==> src/rtl/attn_pkg.sv <==
// attn_pkg: shared FSM state, fixed-point format constants and clog2 helper
// for the attention score engine.
package attn_pkg;

    typedef enum logic [1:0] {ACCUM, REDUCE, EXPW, PUSH} state_t;

    // Integer bits of the exponent formats: input Q1.f (sign + 1), output UQ3.f.
    localparam int EXP_IN_INT  = 2;
    localparam int EXP_OUT_INT = 3;

    function automatic int clog2(input int n);
        int r = 0;
        while ((1 << r) < n) r++;
        return r;
    endfunction

endpackage

==> src/rtl/attn_exp_lut.sv <==
// attn_exp_lut: combinational e^x table, signed Q1.(EXP_IN_W-2) in,
// unsigned UQ3.(EXP_OUT_W-3) out, rounded to nearest and clamped.
module attn_exp_lut import attn_pkg::*; #(
    parameter int EXP_IN_W  = 8,
    parameter int EXP_OUT_W = 9
) (
    input  logic [EXP_IN_W-1:0]  x,
    output logic [EXP_OUT_W-1:0] y
);
    localparam int EXP_IN_FRAC  = EXP_IN_W - EXP_IN_INT;
    localparam int EXP_OUT_FRAC = EXP_OUT_W - EXP_OUT_INT;
    localparam int N = 1 << EXP_IN_W;

    // Every table index is a constant, so the real arithmetic folds away at elaboration.
    function automatic logic [EXP_OUT_W-1:0] exp_code(input int idx);
        real v;
        v = $exp(real'(idx >= N / 2 ? idx - N : idx) / real'(1 << EXP_IN_FRAC))
            * real'(1 << EXP_OUT_FRAC) + 0.5;
        return v >= real'((1 << EXP_OUT_W) - 1) ? '1 : EXP_OUT_W'($rtoi(v));
    endfunction

    logic [EXP_OUT_W-1:0] tbl [N];

    for (genvar i = 0; i < N; i++) begin : g_tbl
        assign tbl[i] = exp_code(i);
    end

    assign y = tbl[x];

endmodule

==> src/rtl/attn_score_engine.sv <==
// attn_score_engine: streamed Q.K dot product -> scale/saturate -> e^x LUT -> output FIFO.
// Define ATTN_EXPSUM_EN to add the per-row exponent sum outputs (sum_vld, sum_data).
module attn_score_engine import attn_pkg::*; #(
    parameter int DW          = 8,
    parameter int VEC_LEN     = 4,
    parameter int SCALE_SHIFT = 1,
    parameter int EXP_IN_W    = 8,
    parameter int EXP_OUT_W   = 9,
    parameter int FIFO_DEPTH  = 4,
    parameter int ROW_LEN     = 4
) (
    input  logic                         clk,
    input  logic                         rst,
    input  logic                         in_vld,
    output logic                         in_rdy,
    input  logic [DW-1:0]                in_q,
    input  logic [DW-1:0]                in_k,
    output logic                         out_vld,
    input  logic                         out_rdy,
    output logic [EXP_OUT_W-1:0]         out_data,
    output logic [clog2(FIFO_DEPTH):0]   out_level,
    output logic                         sat_sticky
`ifdef ATTN_EXPSUM_EN
    ,
    output logic                         sum_vld,
    output logic [EXP_OUT_W+clog2(ROW_LEN)-1:0] sum_data
`endif
);
    localparam int CW    = clog2(VEC_LEN);
    localparam int ACC_W = 2 * DW + CW;
    localparam int SH    = 2 * (DW - 1) + SCALE_SHIFT - (EXP_IN_W - 2);
    localparam int AW    = clog2(FIFO_DEPTH);
    localparam logic signed [ACC_W-1:0] EMAX = ACC_W'((1 << (EXP_IN_W - 1)) - 1);
    localparam logic signed [ACC_W-1:0] EMIN = ~EMAX;

    if (SH < 0 || VEC_LEN < 2 || (VEC_LEN & (VEC_LEN - 1)) != 0 || FIFO_DEPTH < 2 ||
        (FIFO_DEPTH & (FIFO_DEPTH - 1)) != 0 || ROW_LEN < 2 || ACC_W < EXP_IN_W) begin : g_bad
        $error("attn_score_engine: unsupported parameter combination");
    end

    state_t                   state;
    logic [CW-1:0]            cnt;
    logic signed [2*DW-1:0]   prod;
    logic signed [ACC_W-1:0]  prod_x, acc, shifted;
    logic                     sat_hi, sat_lo, accept, push, pop, full;
    logic [EXP_IN_W-1:0]      exp_in;
    logic [EXP_OUT_W-1:0]     exp_out, lut_out;
    logic [EXP_OUT_W-1:0]     mem [FIFO_DEPTH];
    logic [AW-1:0]            wr_ptr, rd_ptr;

    assign prod    = $signed(in_q) * $signed(in_k);
    assign prod_x  = {{CW{prod[2*DW-1]}}, prod};
    assign shifted = acc >>> SH;
    assign sat_hi  = shifted > EMAX;
    assign sat_lo  = shifted < EMIN;
    assign in_rdy  = !rst && state == ACCUM;
    assign accept  = in_vld && in_rdy;
    assign out_vld = out_level != '0;
    assign out_data = out_vld ? mem[rd_ptr] : '0;
    assign full    = out_level == (AW + 1)'(FIFO_DEPTH);
    assign pop     = out_vld && out_rdy;
    // A full FIFO still accepts the write when the head leaves in the same cycle.
    assign push    = state == PUSH && (!full || pop);

    attn_exp_lut #(.EXP_IN_W(EXP_IN_W), .EXP_OUT_W(EXP_OUT_W)) u_lut (
        .x(exp_in),
        .y(lut_out)
    );

    always_ff @(posedge clk or posedge rst) begin
        if (rst) begin
            state      <= ACCUM;
            cnt        <= '0;
            acc        <= '0;
            exp_in     <= '0;
            exp_out    <= '0;
            sat_sticky <= 1'b0;
        end else begin
            case (state)
                ACCUM: if (accept) begin
                    acc <= cnt == '0 ? prod_x : acc + prod_x;
                    cnt <= cnt + 1'b1;
                    if (cnt == CW'(VEC_LEN - 1)) state <= REDUCE;
                end
                REDUCE: begin
                    exp_in     <= sat_hi ? EMAX[EXP_IN_W-1:0] : sat_lo ? EMIN[EXP_IN_W-1:0]
                                                                       : shifted[EXP_IN_W-1:0];
                    sat_sticky <= sat_sticky | sat_hi | sat_lo;
                    state      <= EXPW;
                end
                EXPW: begin
                    exp_out <= lut_out;
                    state   <= PUSH;
                end
                PUSH: if (push) state <= ACCUM;
            endcase
        end
    end

    always_ff @(posedge clk or posedge rst) begin
        if (rst) begin
            wr_ptr    <= '0;
            rd_ptr    <= '0;
            out_level <= '0;
        end else begin
            wr_ptr    <= wr_ptr + AW'(push);
            rd_ptr    <= rd_ptr + AW'(pop);
            out_level <= out_level + (AW + 1)'(push) - (AW + 1)'(pop);
        end
    end

    always_ff @(posedge clk) begin
        if (push) mem[wr_ptr] <= exp_out;
    end

`ifdef ATTN_EXPSUM_EN
    localparam int RW = clog2(ROW_LEN);
    localparam int SW = EXP_OUT_W + RW;

    logic [RW-1:0] row_cnt;
    logic [SW-1:0] run_sum, next_sum;

    assign next_sum = run_sum + SW'(exp_out);

    always_ff @(posedge clk or posedge rst) begin
        if (rst) begin
            row_cnt  <= '0;
            run_sum  <= '0;
            sum_vld  <= 1'b0;
            sum_data <= '0;
        end else begin
            sum_vld <= 1'b0;
            if (push && row_cnt == RW'(ROW_LEN - 1)) begin
                sum_vld  <= 1'b1;
                sum_data <= next_sum;
                run_sum  <= '0;
                row_cnt  <= '0;
            end else if (push) begin
                run_sum <= next_sum;
                row_cnt <= row_cnt + 1'b1;
            end
        end
    end
`endif

endmodule
==> config.mk <==
export PLATFORM = sky130hd
export DESIGN_NAME = attn_score_engine
export DESIGN_NICKNAME = d
export VERILOG_FILES = /design/src/rtl/attn_pkg.sv /design/src/rtl/attn_exp_lut.sv /design/src/rtl/attn_score_engine.sv
export SDC_FILE = /design/constraint.sdc
export NUM_CORES = 1
export LEC_CHECK = 0
export ABC_AREA = 1
export BUFFER_PORTS_ARGS = -buffer_cell sky130_fd_sc_hd__clkbuf_2
export CORE_ASPECT_RATIO = 1.2
export CORE_MARGIN = 1.5
export CORE_UTILIZATION = 50
export CTS_BUF_LIST = sky130_fd_sc_hd__clkbuf_4 sky130_fd_sc_hd__clkbuf_8 sky130_fd_sc_hd__clkbuf_16
export CTS_CLUSTER_SIZE = 40
export DETAILED_ROUTE_END_ITERATION = 16
export PLACE_DENSITY_LB_ADDON = 0.25
export SYNTH_ARGS = -nofsm -noshare
export SYNTH_HDL_FRONTEND = slang
export SYNTH_HIERARCHICAL = 1
export SYNTH_SLANG_ARGS = --single-unit
==> constraint.sdc <==
create_clock -name clk -period 1.9 [get_ports clk]
set_input_delay 0.285 -clock clk [delete_from_list [all_inputs] [get_ports clk]]
set_output_delay 0.285 -clock clk [all_outputs]
set_load 0.05 [all_outputs]
* After elaboration in Yosys (flattened, before gate mapping)
Memories as Yosys holds them, arrays and structs flattened. A register that Yosys moved wholly into a read port is not among the register bits. Cells that the tools add are included.
Cells by class: add/subtract/negate cells 6, $mul 1, divide/modulo/power cells 0, $lt $le $gt $ge 2, equality and inequality tests 8, shifts and indexed selects 0, mux-type cells 10, bitwise gates (word level) 3, reductions and logical operators 12
Operator list (number):
- 18-bit by 16-bit adder with 18-bit output | 1
- 18-bit 2-to-1 mux | 1
- 8-bit by 8-bit multiplier with 16-bit output | 1
- 8-bit 2-to-1 mux | 2
- 9-bit by 8-bit greater-than comparator with 1-bit output (second input constant) | 1
- 9-bit by 8-bit < comparator with 1-bit output (second input constant) | 1
- 9-bit 2-to-1 mux | 1
- 8-bit NOT with 9-bit output | 1
- 2-bit case mux with 4 select lines | 1
- 2-bit == test (second input constant) | 3
- 2-bit 2-to-1 mux | 3
- 2-bit by 1-bit adder with 2-bit output | 2
- 1-bit logical AND | 4
- 2-bit zero test | 2
- 2-bit inequality test (second input constant) | 2
- 3-bit by 1-bit adder with 3-bit output | 1
- 3-bit == test (second input constant) | 1
- 3-bit AND reduction | 1
- 3-bit nonzero test | 1
- 3-bit by 1-bit subtractor with 3-bit output | 1
- 2-bit by 1-bit adder with 2-bit output (second input constant) | 1
- 2-bit by 1-bit == test with 1-bit output (second input constant) | 1
- 1-bit zero test | 2
- 1-bit 2-to-1 mux | 2
- 4 further kinds | 5
Storage, ports and cells: register bits 38, latch bits 0, memory bits (writable) 36, ROM bits 2304, input bits 20, output and inout port bits 15, logic and storage cells 52, memories 2
Memories:
- (name not given) | depth 256, width 9, read ports 1, clocked after Yosys merged registers in 1, wr ports 0, line attn_exp_lut.sv:28 | assign y = tbl[x];
- mem | depth 4, width 9, read ports 1, clocked after Yosys merged registers in 0, wr ports 1, line attn_score_engine.sv:48 | logic [EXP_OUT_W-1:0] mem [FIFO_DEPTH];

* Longest topological paths before layout
Gate-level depths: netlist (run 1).
depth in word-level cells 6, gate-level depth with buffers 34, mapped depth without buffers 33

* Cells and area by module
Netlist (run 1), hierarchy kept.
Modules (own cells, without submodules):
- attn_score_engine | times used 1, cells an instance 942, area an instance 7343.3 um^2, seq. area each 2257.2 um^2
- attn_exp_lut | times used 1, cells an instance 358, area an instance 1809.2 um^2, seq. area each 0.0 um^2

* Least setup slack after synthesis (run 1)
Ideal clock, no wire load.
path type input-to-reg, start input port in_k[2], end register acc[17], library setup time 0.117 ns, arrival time 5.173 ns, data required time 1.783 ns, path slack -3.391 ns, stages 31, path buffers 1, path through clkbuf_1 > nand2_1 > inv_1 > fa_1 > inv_1 > fa_1 > inv_1 > fa_1 > inv_1 > fa_1 > inv_1 > ha_1 > a21oi_1 > a21boi_0 > nand2_1 > nand3_1 > nand2_1 > nand2_1 > nand2_1 > ha_1 > nand2_1 > nor2_1 > nand2_1 > nor2_1 > nand2_1 > nand3_1 > nand2_1 > nand3_1 > nand2_1 > nand3_1 > nand2_1
Between the ends: cells in the longest elaborated chain, start to end 3
Ends and longest elaborated chain:
- start: declaration | line attn_score_engine.sv:17 | input logic [DW-1:0] in_k,
- 8-bit by 8-bit multiplier with 16-bit output * | line attn_score_engine.sv:51 | assign prod = $signed(in_q) * $signed(in_k);
- 18-bit by 16-bit adder with 18-bit output | line attn_score_engine.sv:81 | acc <= cnt == '0 ? prod_x : acc + prod_x;
- 18-bit 2-to-1 mux * | line attn_score_engine.sv:81
- end signal: assignment | line attn_score_engine.sv:81
- end: declaration | line attn_score_engine.sv:44 | logic signed [ACC_W-1:0] prod_x, acc, shifted;
Every way passes the cells marked *; elsewhere a longest branch is shown, timed or not. A chain may end at the register's enable or synchronous reset.

* Worst setup path in the final report (run 1)
start input port in_q[7], end register acc[17]
Between the ends: cells in the longest elaborated chain, start to end 3
Ends and longest elaborated chain:
- start: declaration | line attn_score_engine.sv:16 | input logic [DW-1:0] in_q,
- 8-bit by 8-bit multiplier with 16-bit output * | line attn_score_engine.sv:51
- 18-bit by 16-bit adder with 18-bit output | line attn_score_engine.sv:81
- 18-bit 2-to-1 mux * | line attn_score_engine.sv:81
Marked as above.

==> summary.md, run 1 <==
| Metric | Value |
|---|---|
| Status | `complete, but fails checks` |
| Failing checks | `setup timing` |
| Initial DRC Count | `553` |
| Top cells by area, synth | `nand2_1 15%, dfrtp_1 13%, fa_1 12%` |
| CTS Buf Count | `9` |
| # diodes | `0` |
| Hold crit path type | `input port to flop` |
| CTS sink cnt | `83` |
| First-pass GRT wire length | `42.7 mm` |
| Synth area leader | `nand2_1` |
| Commonest cells after routing, fill and taps aside | `274 x nand2_1, 171 x inv_1, 140 x buf_4` |
| Post-synth EDFFs | `36` |
| Die ar. | `approximately 19000 um2` |
| Wire length on met2 | `roughly 15 mm` |
| Post-Layout Cell Count | `~1700` |
| IO buf count | `34` |
| Crit Path Category | `input port to flop` |
| Vias in the first global route | `about 9200` |
| I/O pin total | `35` |
| Crit path capture type | `flop` |
| DR vias/cell | `~5.4` |
| Routed len/inst | `16.0 um` |
| Arrival time of the worst setup path | `roughly 5 ns` |
| Routed Antenna Nets | `0` |
| Critical Path RT | `roughly 2.1 ns` |
| Setup violators final | `22` |
| Initial antenna violation count | `0` |
| Mapped Nets | `~1400` |
| Synth Warn # | `6` |
| Maximum fanout along the worst path | `8` |
| Chip width | `127 um` |
| Startpoint Class | `input port` |
| Multi-input gate area | `between 7000 and 8000 um2` |
| Layout fillers | `roughly 1300` |
| Final Skew | `0.0106 ns` |
| Post-layout util | `approximately 73%` |
| Clock Tree Root | `clkbuf_16` |
| Total number of vias | `9217` |
| #FFs+latches synth | `83` |
| Starting Density | `around 50%` |
| Main flop type after synthesis | `dfrtp_1` |
| Routed met3 length | `around 910 um` |
| Register area | `about 2300 um2` |
| Top routing layer used | `met4` |
| Yosys top cell area share | `between 10% and 20%` |
| TritonRoute pass-1 iters | `5` |
| Register area share after synthesis | `between 20% and 30%` |
| M1 WL | `10.6 mm` |
| DRC viols | `0` |
| Post-synth ARST share | `a little under three fifths` |
| Max cap viols | `0` |
| GRT Total Usage | `approximately 28%` |
| Cell count after synthesis | `1300` |
| Die height | `about 150 um` |
| CTS H-tree lvls | `3` |
| Fmax | `between 200 and 250 MHz` |
| Largest net degree at the start of global routing | `43` |
| DP HPWL | `~19 mm` |
| Yosys cell types | `48` |
| Fin. Hold Viols | `0` |
| GRT overflow | `0` |
| Gp weighted congestion | `roughly 0.99` |
| Syn Std Cell Area | `~9200 um2` |
| Core area | `18000 um2` |
| Worst Setup Slack, final | `-2.79 ns` |
| Layout cells sized above 1 | `between 40% and 50%` |
| Clock Path Buffers | `2` |
| Worst Max-Slew Pin Slew | `between 0.6 and 0.7 ns` |
| Synth-to-Final Area Change | `44.7%` |
| Num rows | `54` |
| Synthesized area per cell | `~7 um2` |
| Slew headroom | `roughly three fifths` |
| Clock-pin slew on the worst setup and hold paths | `about 0.070 ns` |
| CP max-delay cell | `fa_1` |
| CP max stage delay | `about 0.53 ns` |
| RSZ-0062 raised after global routing | `yes` |
| Final nets | `1627` |
| Tcrit/Tclk final | `247%` |
| Slew Limit Fails | `0` |
| Final WL | `27.4 mm` |
| Most common cell after layout, fill and taps aside | `nand2_1` |
| Placed cells | `about 1700` |
| Setup TNS | `-34.13 ns` |
| Post-route minimum period | `between 4 and 5 ns` |
| CTS tree | `built` |
| Worst skew pair latency | `0.34 ns` |
synthesized netlist by cell type (11+ instances only):
cell	instances
nand2_1	370
o21ai_0	56
nor2_1	104
clkbuf_1	24
edfxtp_1	36
dfrtp_1	47
ha_1	71
nand3_1	95
fa_1	57
a21oi_1	79
inv_1	234
buf_6	11
logic make-up after synthesis:
kind of cell             share of synthesized area [%]
AO/OA/AOI/OAI                                     10.6
multiplexers                                      1.11
XOR/XNOR                                          1.05
adder cells (fa/ha/maj)                           22.2
AND/OR/NAND/NOR                                   27.1
flip-flops                                        24.7
buffers and inverters                             13.4
routing by layer:
| metal | GRT usage [%] | vias up |
|---|---|---|
| met5 | 0 | - |
| li1 | - | 4438 |
| met2 | 53.7 | 254 |
| met3 | 2.90 | 77 |
| met4 | 12.9 | 0 |
| met1 | 31.0 | 4448 |
state kept, by name, indices dropped and copies added (netlist names), 2 cells and up:
signal / flops
rd_ptr: 2
cnt: 2
wr_ptr: 2
out_level: 3
mem: 36
exp_out: 9
exp_in: 8
acc: 18
state: 2
through the flow:
| step | hold slack (ns) | cell area (um2) | worst slack [ns] |
|---|---|---|---|
| floorplan | 0.459 | 9930 | -2.83 |
| global route | 0.408 | 13200 | -3.04 |
| finish | 0.371 | 13200 | -2.79 |
| detailed placement | 0.216 | 11000 | -3.24 |
| global placement | 0.212 | 11000 | -3.17 |
| CTS | 0.405 | 12300 | -2.70 |
path summary, 6_finish.rpt:
kind	startpoint	end	slack (ns)	cells past startpoint
setup / recovery	in_q[7]	acc[17]	-2.79	32
hold / removal	out_rdy	rd_ptr[0]	0.37	4
setup reg to reg	acc[0]	acc[16]	-0.16	11
hold reg to reg	sat_sticky	sat_sticky	0.49	1
max in group asynchronous	rst	exp_in[0]	1.01	4
min in group asynchronous	rst	rd_ptr[1]	0.40	3
final cells by class:
type / count / area share [%]
Inverter: 242 / 7.27
Clock inverter: 7 / 0.538
Clock buffer: 9 / 1.70
Tap cell: 224 / 2.12
Timing Repair Buffer: 219 / 15.7
Sequential cell: 83 / 17.1
Multi-Input combinational cell: 924 / 55.5
critical path, delay by kind of cell:
kind | cells | cell delay [ns]
fa+ha+maj | 6 | 2.58
simple gates | 19 | 1.49
buf+inv | 6 | 0.38
compound gates | 1 | 0.18
what timing repair did:
| item | CTS | global route |
|---|---|---|
| gates resized for setup | 205 | 254 |
| pin swaps | 94 | 113 |
| gates cloned | 1 | 3 |
| setup buffers | 19 | 15 |
| hold buffers | 1 | 0 |
| hold endpoints to repair | 5 | 0 |
| setup endpoints to repair | 34 | 36 |
Power of run 1 is left out: the tool's default activity adds up to more than one toggle a clock period on the data nets, which glitch-free logic cannot reach.
==> run 2: changes to the inputs <==
ABC_AREA = unset   (was 1)
CAP_MARGIN = 0   (was unset)
==> run 2 against run 1 <==
The run ends with hold timing, setup timing left. Sequential share of layout area is 0.70 points higher. Flip-flop and latch count stayed put. First-iteration DRC count is 19% higher. Setup slack worse by 0.71 ns. Design area is 3.8% lower.
==> summary.md, run 2 <==
| Metric | Value |
|---|---|
| Initial antenna violation count | `0 (unchanged)` |
| Initial DRC Count | `656 (+19%)` |
| Failing checks | `hold timing, setup timing` |
| Reg2reg end | `acc[14]` |
| Slew headroom | `52.8% (-6.8 points)` |
| Setup violators final | `34 (+55%)` |
| Synth top cells by count | `114 x inv_1, 73 x nand2_1, 71 x ha_1` |
| Vias in the first global route | `8362 (-9.2%)` |
| Arrival time of the worst setup path | `5.64 ns (+0.71 ns)` |
| Max cap viols | `0 (unchanged)` |
| Die height | `148 um (-2.2%)` |
| Area after DPL | `11100 um2 (+0.95%)` |
| Synth-to-Final Area Change | `45.8%` |
| Gp weighted congestion | `0.968 (-2.3%)` |
| Crit Path Category | `input port to flop` |
| #FFs+latches synth | `83 (unchanged)` |
| First-pass GRT wire length | `40.0 mm (-6.3%)` |
| Slew Limit Fails | `0 (unchanged)` |
| DRC viols | `0 (unchanged)` |
| Final WL | `26.7 mm (-2.6%)` |
| Yosys top cell area share | `13.5% (-1.7 points)` |
| Hold crit path type | `input port to async pin` |
| R2R depth | `10 (-1)` |
| Synthesized area per cell | `9.23 um2 (+31%)` |
| Core area | `17000 um2 (-5.9%)` |
| Cell count after synthesis | `947 (-27%)` |
| # diodes | `0 (unchanged)` |
| R2r setup slk | `-1.10 ns (-0.94 ns)` |
| Main flop type after synthesis | `dfrtp_1` |
| Fin area | `12700 um2 (-3.8%)` |
| Largest net degree at the start of global routing | `48 (+12%)` |
| Commonest cells after routing, fill and taps aside | `201 x buf_4, 87 x inv_1, 68 x nand2_1` |
| Most flops, register | `mem` |
| Total number of vias | `8288 (-10%)` |
| Fin. Hold Viols | `13 (+13)` |
| Syn Std Cell Area | `8740 um2 (-4.5%)` |
| GRT overflow | `0 (unchanged)` |
| I/O pin total | `35 (unchanged)` |
| TritonRoute pass-1 iters | `5 (unchanged)` |
| Num rows | `52 (-3.7%)` |
| Post-route minimum period | `5.40 ns (+0.711 ns)` |
| Layout fillers | `1049 (-17%)` |
| Synth Warn # | `6 (unchanged)` |
| Final nets | `1333 (-18%)` |
| CTS H-tree lvls | `3 (unchanged)` |
| CTS tree | `built` |
| CTS Buf Count | `9 (unchanged)` |
| Routed len/inst | `19.0 um (+18%)` |
| Mapped Nets | `1095 (-24%)` |
| Clock Tree Root | `clkbuf_16` |
| Clock-pin slew on the worst setup and hold paths | `0.08 ns (about the same)` |
| Fmax | `185 MHz (-13%)` |
| Max FFs per register | `36 (unchanged)` |
| RSZ-0062 raised after global routing | `yes` |
| Final Skew | `0.0162 ns (+0.00559 ns)` |
| Worst skew pair latency | `0.35 ns (about the same)` |
| Worst Setup Slack, final | `-3.50 ns (-0.711 ns)` |
| FF-to-FF Start | `acc[0]` |
| CTS Hold Bufs | `0 (-1)` |
| Chip width | `124 um (-2.2%)` |
| Status | `complete, but fails checks` |
| Most common cell in the netlist | `inv_1` |
| Critical Path RT | `2.14 ns (about the same)` |
| Maximum fanout along the worst path | `7 (-1)` |
| Register area share after synthesis | `25.8% (+1.2 points)` |
| Top cells by area, synth | `dfrtp_1 13%, fa_1 13%, edfxtp_1 12%` |
| Startpoint Class | `input port` |
| Starting Density | `51.5% (+0.74 points)` |
| Synth area leader | `dfrtp_1` |
| Die ar. | `18300 um2 (-4.4%)` |
| Worst Max-Slew Pin Slew | `0.708 ns (+0.102 ns)` |
| GRT Total Usage | `27.8% (-0.15 points)` |
| Post-synth ARST share | `56.6% (unchanged)` |
| CTS sink cnt | `83 (unchanged)` |
| Routed Antenna Nets | `0 (unchanged)` |
| Post-synth EDFFs | `36 (unchanged)` |
| Clock Path Buffers | `2 (unchanged)` |
| IO buf count | `34 (unchanged)` |
| Layout cells sized above 1 | `44.5% (+2.9 points)` |
| Crit path capture type | `flop` |
| DP HPWL | `18.0 mm (-5.6%)` |
| Regs by FF count | `mem (36), acc (18), exp_out (9)` |
| Most common cell after layout, fill and taps aside | `buf_4` |
| DR vias/cell | `5.89 (+9.2%)` |
| WHS | `-0.0162 ns (-0.387 ns)` |
| Tcrit/Tclk final | `284% (+37 points)` |
| Yosys cell types | `76 (+58%)` |
run 2: final cells by class:
cell class | instances | area (um2) | share of cell area [%]
tap | 216 | 270 | 2.12
clock buffer | 9 | 225 | 1.77
sequential | 83 | 2270 | 17.8
multi-input combinational | 698 | 6970 | 54.7
timing repair buffer | 276 | 2460 | 19.3
clock inverter | 7 | 72.6 | 0.569
inverter | 117 | 472 | 3.70
run 2: logic make-up after synthesis:
logic type | Yosys count | synth area share (%)
buffers and inverters | 168 | 8.07
xor gates and xnor gates | 33 | 3.31
AOI/OAI and AO/OA | 231 | 17.3
adders and majority gates | 135 | 24.0
DFF | 83 | 25.8
muxes | 37 | 5.93
and+or+nand+nor | 260 | 15.5
run 2: through the flow:
step                setup slack, ns  util [%]  setup TNS, ns  instances
floorplan                     -3.50         -         -39.54        947
global placement              -3.76      65.6         -49.20       1361
detailed placement            -3.86      65.6         -51.92       1361
CTS                           -3.39      71.9         -43.71       1389
global route                  -3.62      75.1         -47.15       1406
finish                        -3.50      75.1         -44.45       1406
run 2: how the worst max path moves through the flow:
stage | cells after the start | endpoint | slack, ns | startpoint
detailed placement | 22 | acc[17] | -3.86 | in_k[4]
floorplan | 23 | acc[14] | -3.50 | in_k[2]
global placement | 22 | acc[17] | -3.76 | in_k[4]
finish | 24 | acc[14] | -3.50 | in_k[4]
CTS | 24 | acc[14] | -3.39 | in_k[4]
global route | 23 | acc[14] | -3.62 | in_q[0]
run 2: metal layers:
metal / track usage, % / part of all wire [%] / routed length (um) / up-vias
li1: - / - / - / 3773
met1: 30.1 / 37 / 9750 / 4074
met2: 51.8 / 54 / 14500 / 347
met3: 3.70 / 4.3 / 1160 / 94
met4: 14.3 / 4.8 / 1270 / 0
met5: 0 / 0 / 0 / -
run 2: what timing repair did:
item	in CTS	in global routing
gates resized for setup	139	103
buffers inserted	13	16
gates cloned	0	2
setup endpoints to repair	73	54
pin swaps	63	65
run 2: worst max-delay path, stage by stage:
cell and delay [ns]:
clkbuf_16 0.14, and2_4 0.16, fa_1 0.53, inv_1 0.05, fa_1 0.49, inv_2 0.04
fa_1 0.52, inv_1 0.05, fa_1 0.49, inv_2 0.05, ha_4 0.22, o21a_4 0.13
and2_4 0.14, o21a_1 0.16, nor2_1 0.12, xnor2_1 0.16, ha_1 0.32, a2111oi_4 0.40
o211ai_1 0.18, and2_4 0.21, nand3_1 0.07, o311a_1 0.16, mux2_2 0.32, a311o_1 0.27
Power of run 2 is left out for the same reason.
==> run 3: changes to the inputs <==
BUFFER_PORTS_ARGS = -buffer_cell sky130_fd_sc_hd__buf_4   (was -buffer_cell sky130_fd_sc_hd__clkbuf_2)
==> run 3 against run 2 <==
The run ends with setup timing left. Hold slack improved by 0.48 ns. Register-to-register slack worse by 0.07 ns. Clock skew down 0.0045 ns. Non-clock buffer count shrank 14. Core utilization down 0.52 points. First-iteration DRC count decreased by 29%. Sequential share of layout area rose by 0.11 points.
==> summary.md, run 3 (synthesis results as in run 2) <==
| Metric | Value |
|---|---|
| Slew headroom | `45.6% (-7.2 points)` |
| Largest net degree at the start of global routing | `38 (-21%)` |
| CTS H-tree lvls | `3 (unchanged)` |
| Status | `complete, but fails checks` |
| DRC viols | `0 (unchanged)` |
| Post-layout util | `74.6% (-0.52 points)` |
| Setup violators final | `36 (+5.9%)` |
| Startpoint Class | `input port` |
| CTS tree | `built` |
| Layout cells sized above 1 | `44.1% (-0.33 points)` |
| Fin. Hold Viols | `0 (-13)` |
| Crit path capture type | `flop` |
| Starting Density | `51.5% (unchanged)` |
| Die ar. | `18300 um2 (unchanged)` |
| Reg2reg end | `acc[14]` |
| Regs by FF count | `mem (36), acc (18), exp_out (9)` |
| Die height | `148 um (unchanged)` |
| Worst Max-Slew Pin Slew | `0.816 ns (+0.108 ns)` |
| Initial DRC Count | `469 (-29%)` |
| Max FFs per register | `36 (unchanged)` |
| Post-route minimum period | `5.52 ns (+0.116 ns)` |
| Worst skew pair latency | `0.35 ns (about the same)` |
| DR vias/cell | `5.80 (-1.6%)` |
| Fmax | `181 MHz (-2.1%)` |
| Commonest cells after routing, fill and taps aside | `199 x buf_4, 87 x inv_1, 70 x nand2_1` |
| Synth-to-Final Area Change | `44.8%` |
| # diodes | `0 (unchanged)` |
| Routed len/inst | `18.8 um (-0.90%)` |
| Clock Tree Root | `clkbuf_16` |
| IO buf count | `34 (unchanged)` |
| Final Skew | `0.0117 ns (-0.00450 ns)` |
| Most flops, register | `mem` |
| FF-to-FF Start | `acc[0]` |
| GRT overflow | `0 (unchanged)` |
| GRT Total Usage | `28.1% (+0.27 points)` |
| Layout fillers | `1144 (+9.1%)` |
| Crit Path Category | `input port to flop` |
| Worst Setup Slack, final | `-3.62 ns (-0.116 ns)` |
| Total number of vias | `8064 (-2.7%)` |
| Critical Path RT | `2.13 ns (about the same)` |
| Maximum fanout along the worst path | `5 (-2)` |
| Gp weighted congestion | `0.917 (-5.3%)` |
| CTS Buf Count | `9 (unchanged)` |
| RSZ-0062 raised after global routing | `yes` |
| Chip width | `124 um (unchanged)` |
| Num rows | `52 (unchanged)` |
| DP HPWL | `17.7 mm (-1.7%)` |
| Placed cells | `1343 (-1.3%)` |
| Tcrit/Tclk final | `290% (+6.1 points)` |
| Final WL | `26.1 mm (-2.0%)` |
| TritonRoute pass-1 iters | `7 (+2)` |
| Core area | `17000 um2 (unchanged)` |
| Slew Limit Fails | `0 (unchanged)` |
| R2R depth | `10 (unchanged)` |
| Arrival time of the worst setup path | `5.75 ns (+0.11 ns)` |
| Post-Layout Cell Count | `1390 (-1.1%)` |
| Clock-pin slew on the worst setup and hold paths | `0.07 ns (about the same)` |
| Setup WS pre-CTS | `-3.81 ns (+0.0452 ns)` |
| Hold crit path type | `input port to async pin` |
| R2r setup slk | `-1.17 ns (-0.07 ns)` |
| Most common cell after layout, fill and taps aside | `buf_4` |
| Final nets | `1317 (-1.2%)` |
| First-pass GRT wire length | `40.4 mm (+1.0%)` |
| I/O pin total | `35 (unchanged)` |
| Vias in the first global route | `8354 (-0.096%)` |
| Register area | `2270 um2 (about the same)` |
| Max cap viols | `0 (unchanged)` |
| Failing checks | `setup timing` |
| Routed Antenna Nets | `0 (unchanged)` |
| Multi-input gate area | `7040 um2 (+0.97%)` |
| Clock Path Buffers | `2 (unchanged)` |
| Initial antenna violation count | `0 (unchanged)` |
| WHS | `0.463 ns (+0.480 ns)` |
| CTS sink cnt | `83 (unchanged)` |
==> run 3: timing repair <==
action / CTS / global route
setup endpoints to repair: 72 / 54
hold buffers: 1 / 0
cloned: 2 / 0
pin swaps: 72 / 75
endpoints found under the hold margin: 10 / 0
gates resized for setup: 138 / 82
buffers inserted: 17 / 14
==> run 3: critical path: stages <==
cell	delay [ns]
buf_8	0.10
and2_4	0.15
fa_1	0.53
inv_1	0.05
fa_1	0.49
inv_2	0.04
fa_1	0.52
inv_1	0.05
fa_1	0.50
inv_2	0.05
ha_4	0.27
o21a_1	0.19
and2_4	0.18
o21a_1	0.12
nor2_1	0.06
xnor2_1	0.20
ha_1	0.32
a2111oi_4	0.37
o211ai_1	0.20
and2_4	0.21
nand3_1	0.08
o311a_1	0.17
mux2_2	0.33
a311o_1	0.28
==> run 3: how the worst max path moves through the flow <==
stage                     cells after the start  slack [ns]      end    start
after CTS                                    24       -3.37  acc[17]  in_k[4]
final                                        24       -3.62  acc[14]  in_k[2]
after detailed placement                     25       -3.81  acc[17]  in_k[7]
after global placement                       24       -3.70  acc[14]  in_k[2]
after global routing                         24       -3.78  acc[14]  in_k[4]
after floorplan                              23       -3.50  acc[14]  in_k[2]
==> run 3: metrics by stage <==
stage	cell area, um2	setup TNS [ns]
6_report	12700	-43.50
5_1_grt	12700	-46.86
4_1_cts	12200	-41.73
3_5_place_dp	11100	-50.31
3_3_place_gp	11100	-48.95
2_1_floorplan	9280	-39.54
==> run 3: cell type report <==
| type | count | share of cell area [%] |
|---|---|---|
| flip-flops and latches | 83 | 17.9 |
| well taps | 216 | 2.13 |
| inverters | 117 | 3.65 |
| clock inverters | 7 | 0.553 |
| multi-input cells | 696 | 55.6 |
| repair buffers | 262 | 18.3 |
| clock buffers | 9 | 1.78 |
==> run 3: metal layers <==
| metal | global-route usage [%] | share of wire (%) |
|---|---|---|
| met1 | 29.9 | 36 |
| met2 | 53.6 | 56 |
| met3 | 3.55 | 3.5 |
| met4 | 13.0 | 4.6 |
| met5 | 0 | 0 |
Power of run 3 is left out for the same reason.
